$ cat config.mk
export PLATFORM = sky130hd
export DESIGN_NAME = sort_ctrl8
export DESIGN_NICKNAME = d
export VERILOG_FILES = /design/src/rtl/sort_ctrl8.sv
export SDC_FILE = /design/constraint.sdc
export NUM_CORES = 1
export LEC_CHECK = 0
export ABC_CLOCK_PERIOD_IN_PS = 5200
export CAP_MARGIN = 20
export CORE_MARGIN = 2
export CORE_UTILIZATION = 30
export DETAILED_ROUTE_END_ITERATION = 10
export PLACE_DENSITY = 0.43
export SKIP_LAST_GASP = 1
export SYNTH_ARGS = -nofsm -noshare
export SYNTH_HDL_FRONTEND = slang
export SYNTH_SLANG_ARGS = --single-unit
$ cat constraint.sdc
create_clock -name iClk -period 5.2 [get_ports iClk]
set_input_delay 1.56 -clock iClk [delete_from_list [all_inputs] [get_ports iClk]]
set_output_delay 1.56 -clock iClk [all_outputs]
set_load 0.05 [all_outputs]
$ cat src/rtl/sort_ctrl8.sv
// Block bubble sorter: loads DEPTH words, sorts in place with one shared compare per cycle, streams them out.
// Build with SORT_DESCEND_EN defined for non-increasing output; the default build sorts non-decreasing.
module sort_ctrl8 #(
  parameter int WIDTH = 8,
  parameter int DEPTH = 8
) (
  input  logic             iClk,
  input  logic             iRst,
  input  logic             iValid,
  input  logic [WIDTH-1:0] iData,
  output logic             oReady,
  output logic             oValid,
  output logic [WIDTH-1:0] oData,
  input  logic             iReady,
  output logic             oBusy,
  output logic [2:0]       oCmp
);

  localparam int PW = $clog2(DEPTH);
  localparam logic [PW-1:0] LAST = PW'(DEPTH - 1);
  localparam logic [PW-1:0] JEND = PW'(DEPTH - 2);

  typedef enum logic [1:0] {LOAD, SORT, OUT} state_t;

  state_t        state, state_nxt;
  logic [PW-1:0] wr_ptr, wr_ptr_nxt;
  logic [PW-1:0] rd_ptr, rd_ptr_nxt;
  logic [PW-1:0] j, j_nxt;
  logic [PW-1:0] pass, pass_nxt;
  logic          swapped, swapped_nxt;
  logic [2:0]    cmp_nxt;

  logic [WIDTH-1:0] mem [DEPTH];
  logic [PW-1:0]    j_p1;
  logic [WIDTH-1:0] a, b;
  logic [2:0]       cmp_res;
  logic             swap_now;
  logic             swapped_any;

  assign j_p1 = j + PW'(1);
  assign a    = mem[j];
  assign b    = mem[j_p1];

  // One-hot compare encoding: 100 a>b, 010 a<b, 001 equal.
  always_comb begin
    cmp_res = 3'b001;
    if (a > b)
      cmp_res = 3'b100;
    else if (a < b)
      cmp_res = 3'b010;
  end

`ifdef SORT_DESCEND_EN
  assign swap_now = cmp_res[1];
`else
  assign swap_now = cmp_res[2];
`endif

  assign swapped_any = swapped | swap_now;

  always_comb begin
    state_nxt   = state;
    wr_ptr_nxt  = wr_ptr;
    rd_ptr_nxt  = rd_ptr;
    j_nxt       = j;
    pass_nxt    = pass;
    swapped_nxt = swapped;
    cmp_nxt     = oCmp;
    case (state)
      LOAD: begin
        if (iValid) begin
          if (wr_ptr == LAST) begin
            state_nxt   = SORT;
            j_nxt       = '0;
            pass_nxt    = '0;
            swapped_nxt = 1'b0;
          end else begin
            wr_ptr_nxt = wr_ptr + PW'(1);
          end
        end
      end
      SORT: begin
        cmp_nxt = cmp_res;
        if (j != JEND) begin
          j_nxt       = j_p1;
          swapped_nxt = swapped_any;
        end else if (!swapped_any || pass == JEND) begin
          // A swap-free pass means the block is already ordered.
          state_nxt  = OUT;
          rd_ptr_nxt = '0;
        end else begin
          pass_nxt    = pass + PW'(1);
          j_nxt       = '0;
          swapped_nxt = 1'b0;
        end
      end
      OUT: begin
        if (iReady) begin
          if (rd_ptr == LAST) begin
            state_nxt  = LOAD;
            wr_ptr_nxt = '0;
          end else begin
            rd_ptr_nxt = rd_ptr + PW'(1);
          end
        end
      end
      default: state_nxt = LOAD;
    endcase
  end

  always_ff @(posedge iClk) begin
    if (iRst) begin
      state   <= LOAD;
      wr_ptr  <= '0;
      rd_ptr  <= '0;
      j       <= '0;
      pass    <= '0;
      swapped <= 1'b0;
      oCmp    <= 3'b000;
    end else begin
      state   <= state_nxt;
      wr_ptr  <= wr_ptr_nxt;
      rd_ptr  <= rd_ptr_nxt;
      j       <= j_nxt;
      pass    <= pass_nxt;
      swapped <= swapped_nxt;
      oCmp    <= cmp_nxt;
    end
  end

  // Buffer contents are don't-care after reset, so no reset term here.
  always_ff @(posedge iClk) begin
    if (state == LOAD && iValid) begin
      mem[wr_ptr] <= iData;
    end else if (state == SORT && swap_now) begin
      mem[j]    <= b;
      mem[j_p1] <= a;
    end
  end

  assign oReady = (state == LOAD);
  assign oValid = (state == OUT);
  assign oBusy  = (state == SORT);
  assign oData  = (state == OUT) ? mem[rd_ptr] : '0;

endmodule
==> flow_metrics.env, run 1 <==
export IMPL_place_hpwl_mm=14.05
export IMPL_synth_top_area_share_pct=32.78
export IMPL_maxCapViolCount=0
export IMPL_crit_path_max_incr_delay_ns=0.58
export IMPL_synth_ff_type="edfxtp_1"
export IMPL_grt_first_pass_wirelength_mm=28.21
export IMPL_seqPwrFrac_pct=49.0
export IMPL_crit_type="reg -> reg"
export IMPL_min_path_type="reg -> reg"
export IMPL_core_sq_um=19330
export IMPL_worst_path_max_delay_cell="ha_1"
export IMPL_grt_pass1_vias=4187
export IMPL_holdPathStages=2
export IMPL_gp_congestion=0.8462
export IMPL_rows=51
export IMPL_grtUsageTotal_pct=19.08
export IMPL_yosys_top_cells_count="mux2i_1, edfxtp_1, mux4_2, a21oi_1"
export IMPL_synth_cells=451
export IMPL_cp_depth=13
export IMPL_slew_violations=0
export IMPL_insertion_delay_ns=0.36
export IMPL_synth_seq_cells=88
export IMPL_critPathBufInv=3
export IMPL_antenna_cells=0
export IMPL_start_kind="flip-flop"
export IMPL_cp_top_family="simple AND/OR/NAND/NOR gates"
export IMPL_swShare_pct=23.49
export IMPL_wl_per_cell_microns=24.47
export IMPL_ctsRootBufferMaster="clkbuf_16"
export IMPL_first_pass_iters=5
export IMPL_die_h_microns=143.8
export IMPL_synth_most_common_cell="mux2i_1"
export IMPL_yosys_top_cells_area="edfxtp_1, mux4_2, mux2i_1, dfxtp_1, ha_1"
export IMPL_ff_latch_area_sq_um=2402
export IMPL_synth_nets=479
export IMPL_p_int_w=0.001206
export IMPL_area_growth_pct=16.88
export IMPL_rsz0062_at_grt="false"
export IMPL_drt_drc_violations_left=0
export IMPL_switchingPower_w=0.0003702
export IMPL_crit_chain="inv_2 -> ha_1 -> buf_4 -> mux4_2 -> mux2i_1 -> ha_1 -> nand4_1 -> nor2_1 -> nor3_2 -> or2_1 -> a21oi_1 -> a21oi_1 -> buf_4"
export IMPL_ir_drop_uv=146.7
export IMPL_yosysWarnings=0
export IMPL_end_kind="flip-flop"
export IMPL_place_inst=748
export IMPL_rrSetupSlack_ns=0.76
export IMPL_finalCriticalPeriod_ns=4.444
export IMPL_final_setup_viol_count=0
export IMPL_synth_cell_type_count=58
export IMPL_postCtsSetupBuffers=0
export IMPL_multiInputGateArea_sq_um=3273
export IMPL_ctsLongestPathBuffers=2
export IMPL_clkSinkCount=88
export IMPL_vias=4140
export IMPL_num_nets_final=522
export IMPL_ant_nets=0
export IMPL_fin_area_sq_um=6853
export IMPL_max_freq_ghz=0.2250
export IMPL_routed_wl_mm=18.69
export IMPL_fin_crit_sh_pct=85.45
export IMPL_final_core_utilization_pct=35.44
export IMPL_tightest_slew_ns=0.8105
export IMPL_cts_buffers=9
export IMPL_slew_headroom_pct=45.89
export IMPL_fin_ws_ns=0.7564
export IMPL_hold_viol=0
export IMPL_avgSynthCellArea_sq_um=13.00
export IMPL_ys_seq_area_share_pct=40.97
export IMPL_yosysTopAreaCell="edfxtp_1"
export IMPL_cts_tree="done"
export IMPL_cp_max_fo=9
export IMPL_tns_ns=0
export IMPL_r2r_cells=13
export IMPL_grt_max_degree=21
export IMPL_path_clk_slew_ns=0.07
export IMPL_fin_cells=764
export IMPL_cts_hold_buf=0
export IMPL_combPwrFrac_pct=8.1
export IMPL_start_util_pct=30.32
export IMPL_io_buffer_count=25
export IMPL_grt_ovfl_total=0
export IMPL_fillers=1868
export IMPL_drtIter0Drc=351
export IMPL_finClkSkew_ns=0.01053
export IMPL_dpl_worst_slack_ns=0.6953
export IMPL_syn_cell_area_sq_um=5863
export IMPL_drive_gt1_share_pct=24.25
export IMPL_power_leakage_nw=2.626
export IMPL_hold_path_startpoint="oCmp[0]"
export IMPL_status="completed"
export IMPL_power_density_nw_per_um2=230.0
export IMPL_io_pins=26
export IMPL_clkPwrFrac_pct=42.8
export IMPL_holdPathEnd="oCmp[0]"
export IMPL_critPathArrivalTime_ns=4.51
export IMPL_synth_edff_count=64
export IMPL_cts_resized=0
export IMPL_antenna_found_initial=0
export IMPL_rr_endpoint="mem[1][0]"
export IMPL_cts_max_level=3
export IMPL_placed_area_sq_um=6548
export IMPL_required_ns=5.26
export IMPL_viasPerCell=5.419
export IMPL_die_area_sq_um=20680
export IMPL_reg2reg_from="j[0]"
export IMPL_synthArstFlopShare_pct=0
export IMPL_fp_dieW_microns=143.8
## final cells by class
class,instances,share of cell area (%)
clock buffers,13,4.163
clock inverters,3,0.2921
inverters,15,0.8399
multi-input cells,324,47.76
flip-flops and latches,88,35.06
well taps,265,4.838
repair buffers,56,7.048
## layer usage
metal	global-route usage [%]	up-vias	wire, microns	share of wire [%]
met1	28.30	2146	9137	49
met2	29.20	94	8591	46
met4	4.954	0	299	1.6
met5	0	-	0	0
met3	2.699	20	666	3.6
li1	-	1880	-	-
## per-stage QoR
step / total power [W] / hold WS, ns
after floorplan: 0.0008612 / 0.4611
after global placement: 0.0009166 / 0.4436
after detailed placement: 0.0009165 / 0.4483
after CTS: 0.001591 / 0.4538
after global routing: 0.001632 / 0.4900
final: 0.001576 / 0.4515
## registers in the layout, indices dropped and copies added, names as in the netlist, named ones only
name	cells
state	2
pass	3
j	3
swapped	1
wr_ptr	3
oCmp	3
mem	64
rd_ptr	3
## cell usage in the layout, fill, tap and decap left out, types with 2 or more instances in the layout
cell type	synthesis	final
a211oi_1	2	2
a21o_1	2	2
a21oi_1	32	32
a22oi_1	2	2
a31oi_1	3	3
and2_1	2	2
and3_1	2	2
buf_4	0	31
clkbuf_16	0	11
clkbuf_2	0	2
clkdlybuf4s50_1	0	25
clkinv_2	1	2
dfxtp_1	24	24
edfxtp_1	64	64
ha_1	16	16
inv_1	13	13
mux2_2	2	2
mux2i_1	87	87
mux4_2	48	48
nand2_1	14	14
nand2b_1	3	3
nand3_1	6	6
nand3_4	5	5
nand3b_1	2	2
nand4_1	3	3
nand4_4	2	2
nand4b_1	3	3
nor2_1	24	24
nor2b_1	8	8
nor3_1	2	2
o211ai_1	4	4
o21ai_0	19	19
o21ai_2	7	7
o31ai_1	2	2
## power by group through the flow
stage                     clock (W)  sequential (W)  combinational, W
after floorplan                   0        0.000783         0.0000782
after global placement            0        0.000788          0.000128
after detailed placement          0        0.000788          0.000128
after CTS                  0.000690        0.000772          0.000129
after global routing       0.000716        0.000774          0.000142
final                      0.000675        0.000773          0.000128
## kinds of logic after synthesis
family | share of synthesized area, %
compound gates | 8.856
xor+xnor | 0.4269
fa+ha+maj | 3.414
buf+inv | 3.201
flops | 40.97
mux | 33.91
simple gates | 9.219
## how the worst max path moves through the flow
stage	start	endpoint
2_1_floorplan	flip-flop	mem[7][0]
3_3_place_gp	j[0]	mem[0][2]
3_5_place_dp	j[0]	mem[0][2]
4_1_cts	j[0]	mem[0][0]
5_1_grt	j[1]	mem[0][4]
6_report	j[0]	mem[1][0]
## worst register-to-register path, cell delays in order, from the launching register on
cell and delay (ns):
dfxtp_1 0.38, inv_2 0.12, ha_1 0.58, buf_4 0.25, mux4_2 0.30, mux2i_1 0.23
ha_1 0.29, nand4_1 0.21, nor2_1 0.14, nor3_2 0.34, or2_1 0.41, a21oi_1 0.08
a21oi_1 0.55, buf_4 0.27
Note: power is estimated with default switching activity, not from simulation.
==> run 2, diff against run 1 <==
Settings changed: PLACE_DENSITY 0.43 to 0.46.
==> run 2 against run 1 <==
  * Die area is the same
  * Non-clock buffer count shrank 3
  * Total power up 0.52%
  * Highest routed layer unchanged
==> flow_metrics.env, run 2 (same netlist as run 1, synthesis figures left out) <==
export IMPL_max_freq_ghz=0.2185
export IMPL_grt_max_degree=26
export IMPL_combPwrFrac_pct=7.9
export IMPL_power_leakage_nw=2.615
export IMPL_area_growth_pct=16.69
export IMPL_layout_commonest_cell="mux2i_1"
export IMPL_start_util_pct=30.32
export IMPL_fin_ws_ns=0.6236
export IMPL_first_pass_iters=5
export IMPL_grt_pass1_vias=4098
export IMPL_worst_path_max_delay_cell="ha_1"
export IMPL_slew_headroom_pct=34.76
export IMPL_critPathBufInv=4
export IMPL_cts_max_level=3
export IMPL_crit_type="reg -> reg"
export IMPL_fin_crit_sh_pct=88.01
export IMPL_io_buffer_count=25
export IMPL_rsz0062_at_grt="false"
export IMPL_top_register="mem"
export IMPL_finClkSkew_ns=0.006876
export IMPL_drive_gt1_share_pct=23.79
export IMPL_tightest_slew_ns=0.9773
export IMPL_required_ns=5.26
export IMPL_largest_reg_flops=64
export IMPL_wl_per_cell_microns=23.34
export IMPL_cts_buffers=9
export IMPL_power_density_nw_per_um2=231.5
export IMPL_antenna_cells=0
export IMPL_slew_violations=0
export IMPL_min_path_type="reg -> reg"
export IMPL_fin_cells=761
export IMPL_die_h_microns=143.8
export IMPL_grt_ovfl_total=0
export IMPL_crit_path_max_incr_delay_ns=0.62
export IMPL_crit_chain="inv_2 -> ha_1 -> buf_12 -> mux4_2 -> mux2i_1 -> ha_1 -> nand4_1 -> nor2_1 -> nor3_2 -> or2_1 -> buf_4 -> a21oi_1 -> a21oi_1 -> buf_4"
export IMPL_tns_ns=0
export IMPL_fp_dieW_microns=143.8
export IMPL_vias=4084
export IMPL_antenna_found_initial=0
export IMPL_hold_viol=0
export IMPL_dpl_worst_slack_ns=0.6847
export IMPL_insertion_delay_ns=0.35
export IMPL_drt_drc_violations_left=0
export IMPL_place_inst=745
export IMPL_cts_resized=0
export IMPL_place_hpwl_mm=12.07
export IMPL_power_w=0.001584
export IMPL_cts_hold_buf=0
export IMPL_ctsRootBufferMaster="clkbuf_16"
export IMPL_clkSinkCount=88
export IMPL_end_kind="flip-flop"
export IMPL_final_cell_mix="mux2i_1, edfxtp_1, mux4_2, a21oi_1, buf_4"
export IMPL_maxCapViolCount=0
export IMPL_routed_wl_mm=17.76
export IMPL_finalCriticalPeriod_ns=4.576
export IMPL_cts_tree="done"
export IMPL_final_core_utilization_pct=35.38
export IMPL_die_area_sq_um=20680
export IMPL_io_pins=26
export IMPL_swShare_pct=24.48
export IMPL_cp_top_family="simple AND/OR/NAND/NOR gates"
export IMPL_p_int_w=0.001196
export IMPL_seqPwrFrac_pct=48.6
export IMPL_switchingPower_w=0.0003878
export IMPL_critPathArrivalTime_ns=4.64
export IMPL_drtIter0Drc=336
export IMPL_ant_nets=0
export IMPL_rows=51
export IMPL_ctsLongestPathBuffers=2
export IMPL_num_nets_final=519
export IMPL_viasPerCell=5.367
export IMPL_final_setup_viol_count=0
export IMPL_status="completed"
export IMPL_gp_congestion=0.8789
export IMPL_grtUsageTotal_pct=17.90
export IMPL_postCtsSetupBuffers=0
export IMPL_path_clk_slew_ns=0.07
export IMPL_ir_drop_uv=162.6
export IMPL_grt_first_pass_wirelength_mm=26.26
export IMPL_cp_max_fo=16
export IMPL_start_kind="flip-flop"
export IMPL_clkPwrFrac_pct=43.5
export IMPL_core_sq_um=19330
run 2: per-stage QoR:
stage          hold slack (ns)  area (sq um)
3_3_place_gp            0.4442          6530
2_1_floorplan           0.4611          5863
3_5_place_dp            0.4467          6538
4_1_cts                 0.4572          6842
6_report                0.4514          6842
5_1_grt                 0.4805          6842
run 2: area by class of cell:
cell class,instances,area [sq um]
Tap cell,265,331.6
Clock buffer,9,225.2
Sequential cell,88,2402
Multi-Input combinational cell,324,3273
Timing Repair Buffer,53,473.0
Clock inverter,7,78.83
Inverter,15,57.56
Fill cell,1873,12490
run 2: worst register-to-register path, stage by stage (launching register included):
cell and delay (ns):
dfxtp_1 0.38, inv_2 0.12, ha_1 0.62, buf_12 0.23, mux4_2 0.51, mux2i_1 0.19
ha_1 0.27, nand4_1 0.19, nor2_1 0.13, nor3_2 0.42, or2_1 0.29, buf_4 0.33
a21oi_1 0.08, a21oi_1 0.28, buf_4 0.24
run 2: routing by layer:
| layer | wire length, microns | vias to the layer above | track usage, % | part of all wire (%) |
|---|---|---|---|---|
| li1 | - | 1885 | - | - |
| met1 | 7988 | 2053 | 24.04 | 45 |
| met2 | 8759 | 123 | 29.75 | 49 |
| met3 | 686 | 23 | 3.232 | 3.9 |
| met4 | 324 | 0 | 4.902 | 1.8 |
| met5 | 0 | - | 0 | 0 |
run 2: final timing paths:
path,depth (start not counted),start,endpoint,slack [ns]
worst max-delay path,14,j[0],mem[3][1],0.62
worst min-delay path,2,oCmp[0],oCmp[0],0.45
worst max register to register,14,j[0],mem[3][1],0.62
worst min register to register,2,oCmp[0],oCmp[0],0.45
run 2: power by group through the flow:
stage | logic, W | clock network [W] | registers, W
CTS | 0.000125 | 0.000704 | 0.000770
global route | 0.000139 | 0.000730 | 0.000771
finish | 0.000125 | 0.000689 | 0.000770
global placement | 0.000124 | 0 | 0.000786
floorplan | 0.0000782 | 0 | 0.000783
detailed placement | 0.000125 | 0 | 0.000786
